===== config.mk =====
export PLATFORM = sky130hd
export DESIGN_NAME = arb_client_requester
export DESIGN_NICKNAME = d
export VERILOG_FILES = /design/src/rtl/arb_client_requester.sv
export SDC_FILE = /design/constraint.sdc
export NUM_CORES = 1
export LEC_CHECK = 0
export ABC_CLOCK_PERIOD_IN_PS = 2800
export CORE_MARGIN = 2
export CORE_UTILIZATION = 45
export CTS_BUF_LIST = sky130_fd_sc_hd__clkbuf_4
export CTS_CLUSTER_SIZE = 24
export DETAILED_ROUTE_END_ITERATION = 8
export PLACE_DENSITY = 0.62
export REMOVE_ABC_BUFFERS = 1
export SETUP_SLACK_MARGIN = 0.02
export SLEW_MARGIN = 20
export SYNTH_ARGS = -nofsm -noshare
export SYNTH_HDL_FRONTEND = slang
export SYNTH_SLANG_ARGS = --single-unit

===== constraint.sdc =====
create_clock -name clk -period 2.8 [get_ports clk]
set_input_delay 0.56 -clock clk [delete_from_list [all_inputs] [get_ports clk]]
set_output_delay 0.56 -clock clk [all_outputs]
set_load 0.03 [all_outputs]

===== src/rtl/arb_client_requester.sv =====
// Arbiter client: queues bus jobs in a small FIFO, requests the shared bus,
// streams each job's beats while granted, and resumes preempted jobs in place.
module arb_client_requester #(
    parameter int unsigned DEPTH   = 4,
    parameter int unsigned TIMEOUT = 16
) (
    input  logic                     clk,
    input  logic                     rst,
    input  logic                     job_push_i,
    input  logic [3:0]               job_len_i,
    output logic                     job_full_o,
    output logic [$clog2(DEPTH):0]   pend_cnt_o,
    output logic                     request_o,
    input  logic                     grant_i,
    output logic                     beat_valid_o,
    input  logic                     beat_ready_i,
    output logic                     beat_last_o,
    output logic                     done_o,
    output logic                     timeout_err_o
);

    localparam int unsigned PtrW  = (DEPTH > 1) ? $clog2(DEPTH) : 1;
    localparam int unsigned CntW  = $clog2(DEPTH) + 1;
    localparam int unsigned WaitW = $clog2(TIMEOUT) + 1;

    typedef enum logic [2:0] {
        StIdle,
        StReq,
        StOwn,
        StRel,
        StBackoff
    } state_e;

    state_e            state_q, state_d;
    logic [WaitW-1:0]  wait_q, wait_d;
    logic [3:0]        beat_cnt_q, beat_cnt_d;
    // An active job has been popped and still owes beats (set across preemption).
    logic              active_q, active_d;

    logic [3:0]        mem_q [DEPTH];
    logic [PtrW-1:0]   wr_ptr_q, wr_ptr_d;
    logic [PtrW-1:0]   rd_ptr_q, rd_ptr_d;
    logic [CntW-1:0]   count_q, count_d;

    logic              full;
    logic              pop;
    logic              push_ok;

    logic              request;
    logic              beat_valid;
    logic              beat_last;
    logic              done;
    logic              timeout_err;

    assign full    = (count_q == CntW'(DEPTH));
    // A pop frees a slot in the same cycle, so a push while full is still taken.
    assign push_ok = job_push_i && (!full || pop);

    // FSM next-state and outputs.
    always_comb begin
        state_d     = state_q;
        wait_d      = wait_q;
        beat_cnt_d  = beat_cnt_q;
        active_d    = active_q;
        pop         = 1'b0;
        request     = 1'b0;
        beat_valid  = 1'b0;
        beat_last   = 1'b0;
        done        = 1'b0;
        timeout_err = 1'b0;
        unique case (state_q)
            StIdle: begin
                if ((count_q != '0) || active_q) state_d = StReq;
            end
            StReq: begin
                request = 1'b1;
                if (grant_i) begin
                    state_d = StOwn;
                    wait_d  = '0;
                    if (!active_q) begin
                        pop        = 1'b1;
                        beat_cnt_d = mem_q[rd_ptr_q];
                        active_d   = 1'b1;
                    end
                end else if (wait_q == WaitW'(TIMEOUT - 1)) begin
                    timeout_err = 1'b1;
                    state_d     = StBackoff;
                    wait_d      = '0;
                end else begin
                    wait_d = wait_q + 1'b1;
                end
            end
            StOwn: begin
                request    = 1'b1;
                beat_valid = grant_i;
                beat_last  = grant_i && (beat_cnt_q == '0);
                if (!grant_i) begin
                    // Preempted: keep remaining beats, re-request without a pop.
                    state_d = StReq;
                end else if (beat_ready_i) begin
                    if (beat_cnt_q == '0) begin
                        state_d  = StRel;
                        active_d = 1'b0;
                    end else begin
                        beat_cnt_d = beat_cnt_q - 1'b1;
                    end
                end
            end
            StRel: begin
                done    = 1'b1;
                state_d = StIdle;
            end
            StBackoff: begin
                state_d = StReq;
                wait_d  = '0;
            end
            default: state_d = StIdle;
        endcase
    end

    // FIFO pointer and occupancy next-state.
    always_comb begin
        wr_ptr_d = wr_ptr_q;
        rd_ptr_d = rd_ptr_q;
        count_d  = count_q;
        if (push_ok) wr_ptr_d = (wr_ptr_q == PtrW'(DEPTH - 1)) ? '0 : wr_ptr_q + 1'b1;
        if (pop)     rd_ptr_d = (rd_ptr_q == PtrW'(DEPTH - 1)) ? '0 : rd_ptr_q + 1'b1;
        if (push_ok && !pop)      count_d = count_q + 1'b1;
        else if (!push_ok && pop) count_d = count_q - 1'b1;
    end

    // State, counters and FIFO bookkeeping with asynchronous reset.
    always_ff @(posedge clk or posedge rst) begin
        if (rst) begin
            state_q    <= StIdle;
            wait_q     <= '0;
            beat_cnt_q <= '0;
            active_q   <= 1'b0;
            wr_ptr_q   <= '0;
            rd_ptr_q   <= '0;
            count_q    <= '0;
        end else begin
            state_q    <= state_d;
            wait_q     <= wait_d;
            beat_cnt_q <= beat_cnt_d;
            active_q   <= active_d;
            wr_ptr_q   <= wr_ptr_d;
            rd_ptr_q   <= rd_ptr_d;
            count_q    <= count_d;
        end
    end

    // FIFO storage; contents are only meaningful under the pointers.
    always_ff @(posedge clk) begin
        if (push_ok) mem_q[wr_ptr_q] <= job_len_i;
    end

    assign job_full_o    = full;
    assign pend_cnt_o    = count_q;
    assign request_o     = request;
    assign beat_valid_o  = beat_valid;
    assign beat_last_o   = beat_last;
    assign done_o        = done;
    assign timeout_err_o = timeout_err;

endmodule


## After elaboration in Yosys (flattened, before gate mapping)

Memory sizes are Yosys's and may differ from the RTL's.
Index checks and enable logic that the tools add are counted.

- Add/subtract/negate cells: 6
- Reductions and logical operators: 19
- Equal/unequal tests: 18
- Mux-type cells: 37

Operator list:

| cell | number |
|---|---|
| 3-bit 2-to-1 mux | 8 |
| 4-bit 2-to-1 mux | 5 |
| 1-bit 2-to-1 mux | 16 |
| 2-bit != test, second input constant | 7 |
| 3-bit one-hot mux with 4 select lines | 1 |
| 5-bit 2-to-1 mux | 2 |
| 5-bit one-hot mux with 2 select lines | 1 |
| 3-bit != test, second input constant | 3 |
| 4-bit one-hot mux with 2 select lines | 1 |
| 3-bit by 2-bit == test with 1-bit output, second input constant | 2 |
| 3-bit == test, second input constant | 2 |
| 6-bit AND reduction | 1 |
| 2-bit nonzero test | 3 |
| 5-bit by 1-bit adder with 5-bit output, second input constant | 1 |
| 5-bit by 4-bit == test with 1-bit output, second input constant | 1 |
| 5-bit AND reduction | 1 |
| 2-bit by 1-bit adder with 2-bit output, second input constant | 2 |
| 2-bit == test, second input constant | 2 |
| 1-bit logical AND | 4 |
| 4-bit logical NOT | 1 |
| 2-bit 2-to-1 mux | 2 |
| 4-bit AND reduction | 1 |
| 4-bit by 1-bit subtractor with 4-bit output, second input constant | 1 |
| 3-bit by 1-bit adder with 3-bit output, second input constant | 1 |
| 8 further kinds | 11 |

- Output and inout bits: 9
- RAM bits: 16
- Register bits: 20
- Word-level logic and storage cells: 88
- Memories: 1

Memory list:

| memory | depth | width | rd ports | clocked after memory_dff | write ports | line | source |
|---|---|---|---|---|---|---|---|
| mem_q | 4 | 4 | 1 | 0 | 1 | 40 | `logic [3:0] mem_q [DEPTH];` |

## Logic depth before layout (Yosys ltp)

Gate-level depths: netlist of run 1.

- Depth after elaboration: 9
- Depth in mapped cells: 10
- Depth with buffers taken out: 9

## Worst setup path before layout of run 1

No wires, ideal clock.

- Path kind: input to output
- From: input port grant_i
- To: output port timeout_err_o
- Arrival: 1.769 ns
- Buffers on the path: 0
- Required time: 2.240 ns
- Stages: 2
- Path slack: 0.471 ns
- Path through: or4b_4 > nor3_1

- Word-level cells in the longest chain between the ends: 2

Ends and longest elaborated chain:

| what | line | source |
|---|---|---|
| start, declared | 14 | `input logic grant_i,` |
| 1-bit 2-to-1 mux | 77 | `if (grant_i) begin` |
| 1-bit 2-to-1 mux | 71 | `unique case (state_q)` |
| end, declared | 19 | `output logic timeout_err_o` |

Every way passes these cells.

## Worst setup path in the final report of run 1

- From: register state_q[1]
- To: output port beat_valid_o

- Word-level cells in the longest chain between the ends: 2

Ends and longest elaborated chain:

| what | line | source |
|---|---|---|
| start, declared | 34 | `state_e state_q, state_d;` |
| start signal, assigned | 135 | `state_q <= StIdle;` |
| start signal, assigned | 143 | `state_q <= state_d;` |
| 3-bit by 2-bit == test with 1-bit output | 71 |  |
| 1-bit 2-to-1 mux | 71 |  |
| end, declared | 15 | `output logic beat_valid_o,` |

Every way passes these cells.

==> results_dict.tcl, run 1 <==
set metrics [dict create \
    outcome "completed" \
    start_kind "flop" \
    final.min_clock_period_ns 2.61 \
    ys_async_sr_fraction_pct 55.6 \
    yosys.cell_types.count 40 \
    antenna_found_initial 0 \
    cts_root_buf "clkbuf_4" \
    final_common_cell "dfrtp_1" \
    totalNegativeSetupSlack_ns 0 \
    core.rowCount 23 \
    clockBufferDepth 2 \
    met1_usage_pct 21.4 \
    ctsHtreeMaxLevel 2 \
    cts_hold_buffers 0 \
    clock_sinks 36 \
    finalHoldViolations 0 \
    period_share_pct 93.2 \
    min-delay-start "wait_q[0]" \
    synth_seq_cells 36 \
    hp-class "flop to flop" \
    io_pins 18 \
    n_antenna_cell 0 \
    finalWirelength_um 3030 \
    synthCells 146 \
    power.density_nw_per_um2 1030 \
    clkTransAtPathRegs_ns 0.11 \
    first_pass_iters 4 \
    timing.rr.end "pend_cnt_o[2]" \
    path_cells "nor3b_2, and2_1, clkdlybuf4s50_1" \
    clock.fmax_mhz 383 \
    cp_num_cells 3 \
    r2r-start "state_q[1]" \
    slowest_stage "clkdlybuf4s50_1" \
    critPathCapture "beat_valid_o" \
    maxSlewHeadroom_pct 49.3 \
    syn_avg_cell_area_um2 12.4 \
    cap_violations 0 \
    grt_max_degree 21 \
    drv_slew 0 \
    gr-total-overflow 0 \
    setup_viol 0 \
    seq_area_frac_synth_pct 54.0 \
    r2r_slack_ns 0.56 \
    synthFlopType "dfrtp_1" \
    cp_max_fo 12 \
    syn-cell-area_um2 1820 \
    critPathArrivalTime_ns 2.05 \
    wl_per_cell_um 13.8 \
    grt_pass1_vias 1132 \
    cpPeakStageDelay_ns 0.67 \
    grt_first_pass_wirelength_um 5130 \
    drtIter0Drc 93 \
    vias 1171 \
    tightest_slew_ns 0.760 \
    gp_congestion 0.758 \
    post_cts_buffers 0 \
    final_nets 187 \
    area_growth_pct 16.9 \
    ant_nets 0 \
    startpoint "state_q[1]" \
    fp.dieW_um 67.5 \
    grt_util_met2_pct 22.3 \
    crit_buf_inv 1 \
    cts_inserted_buffers 5 \
    pre_cts_ws_ns 0.118 \
    p_leak_uw 0.000872 \
    rsz0062_at_grt "false" \
    synth_edf_count 16 \
    grtUsageTotal_pct 15.7 \
    drc_errors 0 \
    start_util_pct 46.0 \
    fin_skew_ns 0.00831 \
    crit_path_end_kind "output port" \
    place_hpwl_um 2250 \
    timing.final.ws_setup_ns 0.190 \
    cp.required_ns 2.24 \
    ys_warn_count 0 \
    path_delay_family "buffers and inverters" \
    die_height_um 67.5 \
    drive_gt1_share_pct 14.1 \
    critPathKind "flop to output port" \
    cts_tree "done" \
    die-area_um2 4560 \
    ir_drop_mv 0.613 \
    final_cell_mix "20 x dfrtp_1, 16 x edfxtp_1, 14 x clkdlybuf4s50_1, 12 x nor2_1, 10 x inv_1" \
    clk_latency_ns 0.35 \
    rr_worst_depth 9 \
    busiest_layer "met2" \
    via_per_inst 5.32 \
    core_um2 3940 \
    port_buffers 17 \
    grt_use_met3_pct 5.33 \
]
[report_power, final]
group | total, µW | internal [µW] | switching [µW]
Sequential | 906 | 723 | 183
Clock | 361 | 186 | 175
Combinational | 909 | 445 | 463
[worst min path at each step]
stage | to | slack, ns | cells after the start
after CTS | wait_q[0] | 0.52 | 1
after global routing | wait_q[0] | 0.54 | 1
final | wait_q[0] | 0.52 | 1
after detailed placement | wait_q[0] | 0.51 | 1
after global placement | wait_q[2] | 0.49 | 1
after floorplan | wait_q[2] | 0.46 | 1
[synth_stat cells (all sizes together) (4+ instances only)]
cell type / number / area, µm²
and2: 8 / 50.1
ha: 8 / 100
a21oi: 6 / 30.0
mux4: 4 / 90.1
mux2: 4 / 45.0
nor3b: 4 / 40.0
nand3: 4 / 32.5
o21ai: 12 / 60.1
nor2b: 5 / 38.8
edfxtp: 16 / 480
dfrtp: 20 / 500
inv: 10 / 37.5
nor2: 13 / 51.3
[through the flow]
stage                     util (%)  total power (µW)  instances  area (µm²)  hold slack [ns]
after global placement        51.8              1800        212        2040            0.485
after CTS                     53.8              2200        220        2120            0.524
after global routing          53.8              2340        220        2120            0.536
after floorplan                  -              1550        143        1800            0.462
final                         53.8              2180        220        2120            0.524
after detailed placement      51.8              1830        212        2040            0.508
[cells by family after synthesis]
| kind of cell | Yosys count | synth area share [%] |
|---|---|---|
| AO/OA/AOI/OAI | 28 | 9.93 |
| XOR/XNOR | 5 | 2.41 |
| adder cells (fa/ha/maj) | 9 | 6.62 |
| buffers and inverters | 13 | 3.17 |
| flip-flops | 36 | 54.0 |
| multiplexers | 8 | 7.44 |
| AND/OR/NAND/NOR | 47 | 16.4 |
[state kept, by name, summed over array words and instances (netlist names)]
name and flops:
beat_cnt_q 4, pend_cnt_o 3, state_q 3, active_q 1, rd_ptr_q 2, wait_q 5, mem_q 16, wr_ptr_q 2
[final cells by class]
class | instances | area (µm²)
timing repair buffer | 19 | 184
inverter | 10 | 37.5
clock buffer | 5 | 37.5
tap | 50 | 62.6
sequential | 36 | 981
clock inverter | 3 | 42.5
multi-input combinational | 97 | 777
fill | 341 | 1820
[routing by layer]
layer  vias up  routed length, µm
li1        572                  -
met1       574               1480
met2        19               1320
met3         6                159
met4         0                 65
met5         -                  0
[timing repair]
action | in CTS | in global routing
resized for setup | 1 | 1
hold endpoints to repair | 0 | 0
endpoints found under the setup margin | 1 | 1
Note: power is estimated with default switching activity, not from simulation.
==> run 2: changes to the inputs <==
--- a/config.mk
+++ b/config.mk
@@ -6,7 +6,7 @@
 export NUM_CORES = 1
 export LEC_CHECK = 0
 export ABC_CLOCK_PERIOD_IN_PS = 2800
-export CORE_MARGIN = 2
+export CORE_MARGIN = 3
 export CORE_UTILIZATION = 45
 export CTS_BUF_LIST = sky130_fd_sc_hd__clkbuf_4
 export CTS_CLUSTER_SIZE = 24
==> results_dict.tcl, run 2 (synthesis gave the netlist of run 1 again) <==
set metrics [dict create \
    antenna_found_initial 0 \
    hp-class "flop to flop" \
    timing.rr.end "pend_cnt_o[2]" \
    cts_hold_buffers 0 \
    vias 1174 \
    finalHoldViolations 0 \
    cts_inserted_buffers 5 \
    critPathArrivalTime_ns 2.13 \
    top_regs "mem_q (16), wait_q (5), beat_cnt_q (4)" \
    grt_max_degree 21 \
    whs_endpoint "state_q[2]" \
    n_antenna_cell 0 \
    pre_cts_ws_ns 0.111 \
    drtIter0Drc 60 \
    ant_nets 0 \
    drive_gt1_share_pct 14.1 \
    p_leak_uw 0.000867 \
    ctsHtreeMaxLevel 2 \
    final_cell_mix "20 x dfrtp_1, 16 x edfxtp_1, 15 x clkdlybuf4s50_1, 12 x nor2_1, 10 x inv_1" \
    ir_drop_mv 0.533 \
    clock_sinks 36 \
    power.density_nw_per_um2 1040 \
    cap_violations 0 \
    port_buffers 17 \
    clock.fmax_mhz 372 \
    final_common_cell "dfrtp_1" \
    r2r_slack_ns 0.48 \
    grtUsageTotal_pct 14.5 \
    crit_path_end_kind "output port" \
    via_per_inst 5.39 \
    clockBufferDepth 2 \
    min-delay-start "wait_q[4]" \
    cp.required_ns 2.24 \
    grt_pass1_vias 1165 \
    gr-total-overflow 0 \
    totalNegativeSetupSlack_ns 0 \
    place_hpwl_um 2340 \
    fin_hold_ws_ns 0.500 \
    outcome "completed" \
    die_height_um 69.5 \
    core_um2 3770 \
    gp_congestion 0.812 \
    finalWirelength_um 3220 \
    core.rowCount 22 \
    start_util_pct 48.1 \
    post_dp_cell_area_um2 2040 \
    final.min_clock_period_ns 2.69 \
    die-area_um2 4830 \
    largest-register "mem_q" \
    tightest_slew_ns 0.800 \
    critPathKind "input pin to output port" \
    fin_skew_ns 0.0186 \
    wl_per_cell_um 14.8 \
    drc_errors 0 \
    clk_latency_ns 0.35 \
    rsz0062_at_grt "false" \
    final_nets 187 \
    drv_slew 0 \
    io_pins 18 \
    hold_path_depth 1 \
    rr_worst_depth 9 \
    clkTransAtPathRegs_ns 0.12 \
    start_kind "input pin" \
    maxSlewHeadroom_pct 46.6 \
    cts_tree "done" \
    fp.dieW_um 69.5 \
    area_growth_pct 16.6 \
    r2r-start "state_q[1]" \
    post_cts_buffers 0 \
    grt_first_pass_wirelength_um 5520 \
    setup_viol 0 \
    largest_reg_flops 16 \
    timing.final.ws_setup_ns 0.114 \
    fillCellCount 308 \
    first_pass_iters 4 \
    period_share_pct 95.9 \
    fin_area_um2 2120 \
    cts_root_buf "clkbuf_4" \
    cp_max_fo 9 \
]
run 2: changes by cell type in the layout (fill, tap and decap cells not counted):
| cell | change |
|---|---|
| clkbuf_4 | +1 |
| clkinvlp_4 | -1 |
| dlymetal6s2s_1 | -1 |
| clkdlybuf4s50_1 | +1 |
run 2: how the worst max path moves through the flow:
stage / to / startpoint / depth (start not counted) / slack (ns)
2_1_floorplan: timeout_err_o / grant_i / 2 / 0.47
3_3_place_gp: beat_last_o / grant_i / 3 / 0.13
6_report: beat_valid_o / grant_i / 3 / 0.11
4_1_cts: beat_valid_o / grant_i / 3 / 0.11
5_1_grt: timeout_err_o / grant_i / 4 / 0.02
3_5_place_dp: pend_cnt_o[2] / grant_i / 9 / 0.11
run 2: power by group:
group,switching [µW],total (µW),internal (µW)
Combinational,470,917,447
Sequential,189,912,723
Clock,176,373,197
run 2: layout make-up:
type | count | area [µm²] | share of cell area, %
Clock buffer | 6 | 45.0 | 2.13
Inverter | 10 | 37.5 | 1.77
Multi-Input combinational cell | 97 | 777 | 36.7
Tap cell | 48 | 60.1 | 2.84
Timing Repair Buffer | 19 | 181 | 8.57
Sequential cell | 36 | 981 | 46.3
Clock inverter | 2 | 35.0 | 1.65
run 2: through the flow:
step | power, µW | util, % | std cells
2_1_floorplan | 1550 | - | 143
3_3_place_gp | 1810 | 54.0 | 210
3_5_place_dp | 1850 | 54.0 | 210
4_1_cts | 2230 | 56.1 | 218
5_1_grt | 2370 | 56.1 | 218
6_report | 2200 | 56.1 | 218
run 2: critical path, stage by stage:
cell             delay [ns]
clkdlybuf4s50_1        0.68
and2_1                 0.21
clkdlybuf4s50_1        0.67
run 2: timing repair:
action | 4_1_cts | 5_1_grt
resized for setup | 1 | 0
hold endpoints to repair | 0 | 0
endpoints found under the setup margin | 1 | 0
run 2: metal layers:
layer	vias to the layer above	wire length, µm	global-route usage [%]
met2	26	1540	22.1
met1	574	1500	19.3
met5	-	0	0
met4	0	47	5.21
li1	568	-	-
met3	6	136	4.93
==> run 3: changes to the inputs <==
--- a/config.mk
+++ b/config.mk
@@ -14,7 +14,7 @@
 export PLACE_DENSITY = 0.62
 export REMOVE_ABC_BUFFERS = 1
 export SETUP_SLACK_MARGIN = 0.02
-export SLEW_MARGIN = 20
+export SLEW_MARGIN = 5
 export SYNTH_ARGS = -nofsm -noshare
 export SYNTH_HDL_FRONTEND = slang
 export SYNTH_SLANG_ARGS = --single-unit
==> results of run 3 <==
No change in the layout: final DEF, timing and power equal those of run 2.
